--- config.mk ---
export PLATFORM = sky130hd
export DESIGN_NAME = apb_requester
export DESIGN_NICKNAME = d
export VERILOG_FILES = /design/src/rtl/apb_requester.sv
export SDC_FILE = /design/constraint.sdc
export NUM_CORES = 1
export LEC_CHECK = 0
export ABC_AREA = 0
export BUFFER_PORTS_ARGS = -buffer_cell sky130_fd_sc_hd__buf_4
export CORE_MARGIN = 4
export CORE_UTILIZATION = 45
export DETAILED_ROUTE_END_ITERATION = 7
export GPL_ROUTABILITY_DRIVEN = 0
export PLACE_DENSITY = 0.69
export SETUP_SLACK_MARGIN = 0.2
export SYNTH_ARGS = -nofsm -noshare
export SYNTH_HDL_FRONTEND = slang
export SYNTH_SLANG_ARGS = --single-unit
--- constraint.sdc ---
create_clock -name PCLK -period 8.4 [get_ports PCLK]
set_clock_uncertainty 0.1 [all_clocks]
set_input_delay 0.84 -clock PCLK [delete_from_list [all_inputs] [get_ports PCLK]]
set_output_delay 0.84 -clock PCLK [all_outputs]
set_load 0.02 [all_outputs]
--- src/rtl/apb_requester.sv ---
// APB requester: 2-entry command FIFO feeding an IDLE/SETUP/ACCESS master FSM.
// Define APB_REQ_TIMEOUT_EN to abort ACCESS after TIMEOUT_CYCLES cycles of PREADY low.
module apb_requester #(
    parameter int unsigned ADDR_W         = 32,
    parameter int unsigned DATA_W         = 32,
    parameter int unsigned TIMEOUT_CYCLES = 16
) (
    input  logic              PCLK,
    input  logic              PRESET,
    input  logic              cmd_valid,
    output logic              cmd_ready,
    input  logic              cmd_write,
    input  logic [ADDR_W-1:0] cmd_addr,
    input  logic [DATA_W-1:0] cmd_wdata,
    output logic [ADDR_W-1:0] PADDR,
    output logic              PSEL,
    output logic              PENABLE,
    output logic              PWRITE,
    output logic [DATA_W-1:0] PWDATA,
    input  logic [DATA_W-1:0] PRDATA,
    input  logic              PREADY,
    output logic              rsp_valid,
    output logic [DATA_W-1:0] rsp_rdata,
    output logic              rsp_err
);

    typedef enum logic [1:0] {StIdle, StSetup, StAccess} state_e;

    state_e            state_q;
    logic              psel_q, penable_q, pwrite_q, rsp_valid_q;
    logic [ADDR_W-1:0] paddr_q;
    logic [DATA_W-1:0] pwdata_q, rsp_rdata_q;

    logic              fifo_write_q [2];
    logic [ADDR_W-1:0] fifo_addr_q  [2];
    logic [DATA_W-1:0] fifo_wdata_q [2];
    logic              rd_ptr_q, wr_ptr_q;
    logic [1:0]        count_q, count_d;

    logic push, pop, has_cmd, done, timeout_hit;
    logic              head_write;
    logic [ADDR_W-1:0] head_addr;
    logic [DATA_W-1:0] head_wdata;

    assign cmd_ready  = (count_q != 2'd2);
    assign has_cmd    = (count_q != 2'd0);
    assign push       = cmd_valid && cmd_ready;
    assign done       = (state_q == StAccess) && (PREADY || timeout_hit);
    // The FSM takes a new command from IDLE or straight out of a completing ACCESS.
    assign pop        = has_cmd && ((state_q == StIdle) || done);
    assign head_write = fifo_write_q[rd_ptr_q];
    assign head_addr  = fifo_addr_q[rd_ptr_q];
    assign head_wdata = fifo_wdata_q[rd_ptr_q];

    always_comb begin
        count_d = count_q;
        if (push && !pop) begin
            count_d = count_q + 2'd1;
        end else if (!push && pop) begin
            count_d = count_q - 2'd1;
        end
    end

    always_ff @(posedge PCLK or posedge PRESET) begin
        if (PRESET) begin
            rd_ptr_q <= 1'b0;
            wr_ptr_q <= 1'b0;
            count_q  <= 2'd0;
        end else begin
            count_q <= count_d;
            if (push) wr_ptr_q <= ~wr_ptr_q;
            if (pop)  rd_ptr_q <= ~rd_ptr_q;
        end
    end

    always_ff @(posedge PCLK) begin
        if (push) begin
            fifo_write_q[wr_ptr_q] <= cmd_write;
            fifo_addr_q[wr_ptr_q]  <= cmd_addr;
            fifo_wdata_q[wr_ptr_q] <= cmd_wdata;
        end
    end

    always_ff @(posedge PCLK or posedge PRESET) begin
        if (PRESET) begin
            state_q     <= StIdle;
            psel_q      <= 1'b0;
            penable_q   <= 1'b0;
            pwrite_q    <= 1'b0;
            paddr_q     <= '0;
            pwdata_q    <= '0;
            rsp_valid_q <= 1'b0;
            rsp_rdata_q <= '0;
        end else begin
            rsp_valid_q <= 1'b0;
            unique case (state_q)
                StIdle: begin
                    if (has_cmd) begin
                        state_q   <= StSetup;
                        psel_q    <= 1'b1;
                        penable_q <= 1'b0;
                        pwrite_q  <= head_write;
                        paddr_q   <= head_addr;
                        pwdata_q  <= head_wdata;
                    end
                end
                StSetup: begin
                    state_q   <= StAccess;
                    penable_q <= 1'b1;
                end
                StAccess: begin
                    if (done) begin
                        rsp_valid_q <= 1'b1;
                        rsp_rdata_q <= (pwrite_q || !PREADY) ? '0 : PRDATA;
                        penable_q   <= 1'b0;
                        if (has_cmd) begin
                            state_q  <= StSetup;
                            pwrite_q <= head_write;
                            paddr_q  <= head_addr;
                            pwdata_q <= head_wdata;
                        end else begin
                            state_q <= StIdle;
                            psel_q  <= 1'b0;
                        end
                    end
                end
                default: begin
                    state_q   <= StIdle;
                    psel_q    <= 1'b0;
                    penable_q <= 1'b0;
                end
            endcase
        end
    end

`ifdef APB_REQ_TIMEOUT_EN
    localparam int unsigned CntW = $clog2(TIMEOUT_CYCLES + 1);

    logic [CntW-1:0] tmo_cnt_q;
    logic            rsp_err_q;

    assign timeout_hit = !PREADY && (tmo_cnt_q == CntW'(TIMEOUT_CYCLES - 1));
    assign rsp_err     = rsp_err_q;

    always_ff @(posedge PCLK or posedge PRESET) begin
        if (PRESET) begin
            tmo_cnt_q <= '0;
            rsp_err_q <= 1'b0;
        end else begin
            rsp_err_q <= done && timeout_hit;
            if (pop) begin
                tmo_cnt_q <= '0;
            end else if ((state_q == StAccess) && !PREADY && !timeout_hit) begin
                tmo_cnt_q <= tmo_cnt_q + 1'b1;
            end
        end
    end
`else
    assign timeout_hit = 1'b0;
    assign rsp_err     = 1'b0;
`endif

    assign PSEL      = psel_q;
    assign PENABLE   = penable_q;
    assign PWRITE    = pwrite_q;
    assign PADDR     = paddr_q;
    assign PWDATA    = pwdata_q;
    assign rsp_valid = rsp_valid_q;
    assign rsp_rdata = rsp_rdata_q;

endmodule

==> results of run 1 <==
-- power groups by stage --
stage               sequential [mW]  clock (mW)  combinational [mW]
floorplan                      2.14           0               0.817
global placement               1.90           0                1.66
detailed placement             1.92           0                1.70
CTS                            1.90        1.11                1.70
global route                   1.94        1.16                1.80
finish                         1.89        1.08                1.66
-- state kept, by name (all words and copies together), names as in the netlist --
| register | flops |
|---|---|
| PADDR | 32 |
| PSEL | 1 |
| PWDATA | 32 |
| PWRITE | 1 |
| count_q | 2 |
| fifo_addr_q | 64 |
| fifo_wdata_q | 64 |
| fifo_write_q | 2 |
| rd_ptr_q | 1 |
| rsp_rdata | 32 |
| rsp_valid | 1 |
| state_q | 2 |
| wr_ptr_q | 1 |
-- worst max-delay path: stages, from the launching register on --
cell      delay, ns
dfrtp_1        0.42
nand2b_1       0.17
nand2_1        0.14
nor2_4         0.80
buf_4          0.55
-- synth_stat cells (2+ instances only) --
master    instances
o21ai_0          33
xor2_1            3
edfxtp_1        130
clkbuf_1          7
buf_4             2
buf_2            13
nand2b_1         33
mux2_2          122
dfrtp_1         105
nor2_1            2
xnor2_1           2
buf_6             2
nand2_1          33
mux2_1            9
inv_1             6
-- how the worst max path moves through the flow --
stage	startpoint	end	cells after the start
final	count_q[0]	fifo_addr_q[0][11]	4
after global routing	count_q[0]	fifo_addr_q[0][12]	4
after CTS	count_q[0]	fifo_addr_q[0][11]	4
after detailed placement	cmd_valid	fifo_addr_q[0][4]	4
after global placement	cmd_valid	fifo_addr_q[0][4]	4
after floorplan	cmd_valid	fifo_addr_q[0][0]	2
-- metrics by stage --
| stage | hold WS [ns] | instances |
|---|---|---|
| after global routing | 0.386 | 998 |
| after global placement | 0.367 | 954 |
| final | 0.342 | 998 |
| after floorplan | 0.361 | 512 |
| after detailed placement | 0.376 | 954 |
| after CTS | 0.352 | 998 |
-- logic make-up after synthesis --
kind of cell | count (synthesis) | share of synthesized area
simple gates | 73 | 0.0441
flops | 235 | 0.743
compound gates | 35 | 0.0206
mux | 131 | 0.168
buf+inv | 31 | 0.0176
fa+ha+maj | 1 | 0.00142
xor+xnor | 5 | 0.00498
other cells | 1 | 0.000427
-- cell type report --
type                    instances  share of cell area
clock buffers                  28              0.0550
clock inverters                16              0.0166
inverters                       6             0.00220
multi-input cells             246               0.186
flip-flops and latches        235               0.575
well taps                     260              0.0286
repair buffers                207               0.137
-- routing by layer --
metal  wire length (um)  up-vias  part of all wire  global-route usage
li1                   -     2259                 -                   -
met2               8800      149              0.50               0.280
met3               1330       29             0.076              0.0484
met5                  0        -                 0                   0
met4                338        0             0.019              0.0359
met1               7050     2430              0.40               0.191
==> results.ini, run 1 <==
[outcome]
status = complete, no violations

[yosys]
yosysSeqAreaShare = 0.743
synthesis.area_um2 = 8790
synth_seq_cells = 235
synth-main-ff-cell = edfxtp_1
synth_nets = 614
synth_top_area_share = 0.444
synth_cells = 512
synth_area_leaders = edfxtp_1 (44%), dfrtp_1 (30%), mux2_2 (16%), nand2b_1 (2.3%), o21ai_0 (1.9%)
syn_area_per_cell_um2 = 17.2
synth-edff-count = 130
synthDistinctLibCells = 25
async_flop_share = 0.447
yosys.area.top_type = edfxtp_1
ys_warn_count = 0

[layout]
fillers = 1460
drive_gt1_frac = 0.505
multi_input_area_um2 = 2110
final_cell_mix = buf_4 (207), edfxtp_1 (130), mux2_2 (122)
regArea_um2 = 6530
final_cell_area_um2 = 11400
mostFrequentLayoutCell = buf_4
antennaDiodeCount = 0
syn2layout_area_growth_pct = 29.3
final_core_util = 0.600
nets = 822

[drt]
first_pass_iters = 4
ant_nets = 0
vias = 4867
drc = 0
viasPerCell = 4.88
drt_iter0_drc = 187
wl_per_cell_um = 17.6
routed_wl_um = 17500

[die]
io_pins = 203
std_cell_rows = 50
fp.dieH_um = 148
die_w_um = 148
dieArea_um2 = 21800
start_util = 0.464
core_um2 = 19000

[critical_path]
worstReg2RegEnd = fifo_addr_q[0][11]
startpoint_type = flop
arrival_ns = 2.64
r2r_slack_ns = 5.82
critical_path_class = reg -> reg
required_ns = 8.46
cp_max_fo = 33
setup.worst_path.end_class = flop
reg2reg_from = count_q[0]
reg2reg_depth = 4

[timing]
tns_ns = 0
setup_slack_ns = 5.82
hold_viol_final = 0
max-slew-margin-rel = 0.317
drv_slew = 0
rsz0062_at_grt = no
fin_crit_sh = 0.307
setup_viol = 0
tightest_slew_ns = 1.02
post-route-min-period_ns = 2.58
clock.fmax_ghz = 0.388

[power_and_ir_drop]
internal-power_mw = 3.14
switching_share = 0.323
ir_worst_vdd_v = 0.000211
switchingPower_mw = 1.50
seqPwrFrac = 0.408
finalPower_mw = 4.63
powerDensity_nw_per_um2 = 408
p_leak_nw = 4.68
p_clk_frac = 0.233
p_comb_frac = 0.359

[clock_network]
numCtsBuffers = 24
cts_sinks = 235
root_buffer = clkbuf_16
cts_resized = 0
hold_buffers = 0
path_clk_slew_ns = 0.06
cts_tree = built
h-tree-depth = 1
clockBufferDepth = 3
post_cts_buffers = 0
clk_latency_ns = 0.51

[global_routing]
grt_remaining_overflow = 0
antenna_found_initial = 0
grt_pass1_vias = 5318
grt_pass1_wl_um = 27600
groute.usage.overall = 0.158
grt_max_degree = 69

[place]
io_buffers = 201
pre_cts_ws_ns = 5.43
dp_hpwl_um = 11400
post_dp_cell_area_um2 = 10600

[job]
maxCapViolCount = 0

[hold_path]
hold_class = in -> async

Note: power is estimated with default switching activity, not from simulation.
==> run 2: changes to the inputs <==
==> constraint.sdc (replaced) <==
create_clock -name PCLK -period 2.5 [get_ports PCLK]
set_clock_uncertainty 0.1 [all_clocks]
set_input_delay 0.25 -clock PCLK [delete_from_list [all_inputs] [get_ports PCLK]]
set_output_delay 0.25 -clock PCLK [all_outputs]
set_load 0.02 [all_outputs]
==> run 2 against run 1 <==
Global-route usage rose by 1.6 points. Hold slack got worse by 0.30 ns. Combinational power rose to 3.6 times the previous value. Register-to-register slack got worse by 5.2 ns. Count of clock-buffer cells in the layout rose by 10. Non-clock buffer count rose by 104. Cell count rose by 11%. Routed wire length rose by 8.6%. Via count rose by 8.9%.
==> results.ini, run 2 (synthesized netlist as in run 1, its figures left out) <==
[power_and_ir_drop]
switchingPower_mw = 5.18
internal-power_mw = 10.7
p_leak_nw = 5.13
seqPwrFrac = 0.397
ir_worst_vdd_v = 0.000772
switching_share = 0.325
p_clk_frac = 0.227
p_comb_frac = 0.376
powerDensity_nw_per_um2 = 1280

[die]
std_cell_rows = 50
fp.dieH_um = 148
die_w_um = 148
start_util = 0.464
io_pins = 203
dieArea_um2 = 21800
core_um2 = 19000

[clock_network]
cts_tree = built
path_clk_slew_ns = 0.06
cts_sinks = 235
numCtsBuffers = 25
h-tree-depth = 1
root_buffer = clkbuf_16
post_cts_buffers = 0
clk_latency_ns = 0.51
clockBufferDepth = 3

[timing]
tightest_slew_ns = 0.801
rsz0062_at_grt = no
max-slew-margin-rel = 0.466
fin_crit_sh = 0.796
hold_viol_final = 0
clock.fmax_ghz = 0.503
setup_slack_ns = 0.510
post-route-min-period_ns = 1.99
drv_slew = 0
setup_viol = 0
tns_ns = 0

[layout]
reg_top3 = fifo_addr_q x64, fifo_wdata_q x64
syn2layout_area_growth_pct = 41.9
mostFrequentLayoutCell = buf_4
antennaDiodeCount = 0
nets = 927
final_cell_mix = buf_4 (206), edfxtp_1 (130), mux2_2 (122)
drive_gt1_frac = 0.449
final_cell_area_um2 = 12500
final_core_util = 0.658
instances_no_fill = 1104

[place]
io_buffers = 201
dp_hpwl_um = 11800
pre_cts_ws_ns = 0.579
dp.cells = 959
post_dp_cell_area_um2 = 10700

[hold_path]
hold_class = in -> reg
holdPathStages = 3

[critical_path]
required_ns = 2.15
worst_path_largest_cell_delay_ns = 0.86
slowest_stage = dfrtp_1
worstPathCellList = buf_4
startpoint_type = flop
path_buf_inv = 1
critical_path_class = reg -> out
cp_top_family = flip-flops
cp_max_fo = 34
setup.worst_path.end_class = output port
crit_cells = 1
arrival_ns = 1.64
reg2reg_depth = 4

[drt]
m1WireLength_um = 7830
highest_layer = met4
wl_met2_um = 9420
ant_nets = 0
drt_iter0_drc = 201
viasPerCell = 4.80
routed_wl_um = 19000
wl_per_cell_um = 17.2
first_pass_iters = 4
routed-wl-met3_um = 1360
drc = 0
vias = 5299

[global_routing]
groute.usage.overall = 0.174
grt_remaining_overflow = 0
grt_max_degree = 66
grt_pass1_wl_um = 30600
grt_pass1_vias = 5836
antenna_found_initial = 0

[job]
maxCapViolCount = 0

[outcome]
status = complete, no violations

[run 2: power groups by stage]
stage               Clock, mW  Sequential [mW]  Combinational, mW
global route             3.86             6.49               6.45
finish                   3.60             6.32               5.99
global placement            0             6.31               5.79
CTS                      3.69             6.34               6.09
floorplan                   0             7.17               2.76
detailed placement          0             6.39               5.95
[run 2: metal layers]
metal	track usage	up-vias
met5	0	-
met4	0.0396	0
met3	0.0478	34
met2	0.303	171
met1	0.218	2622
li1	-	2472
[run 2: repair_timing]
item,4_1_cts,5_1_grt
gates resized for setup,0,0
endpoints found under the hold margin,182,0
hold buffers,99,0
[run 2: stage by stage]
stage          hold slack [ns]  power, mW
3_5_place_dp             0.256       12.3
6_report                0.0407       15.9
2_1_floorplan            0.249       9.93
3_3_place_gp             0.261       12.1
4_1_cts                 0.0177       16.1
5_1_grt                 0.0376       16.8
[run 2: final cells by class]
class | count | area (um^2)
repair buffers | 311 | 2660
well taps | 260 | 325
multi-input cells | 246 | 2120
clock inverters | 8 | 96.3
inverters | 6 | 26.3
flip-flops and latches | 235 | 6530
clock buffers | 38 | 714
fillers | 1314 | 6480
[run 2: final timing paths]
path	startpoint	end	slack, ns
setup / recovery	PWRITE	PWRITE	0.51
hold / removal	cmd_valid	wr_ptr_q	0.04
setup reg to reg	state_q[1]	PWDATA[9]	0.59
hold reg to reg	rsp_rdata[14]	rsp_rdata[14]	0.38
max in group asynchronous	PRESET	PADDR[6]	1.38
min in group asynchronous	PRESET	PWDATA[3]	0.26
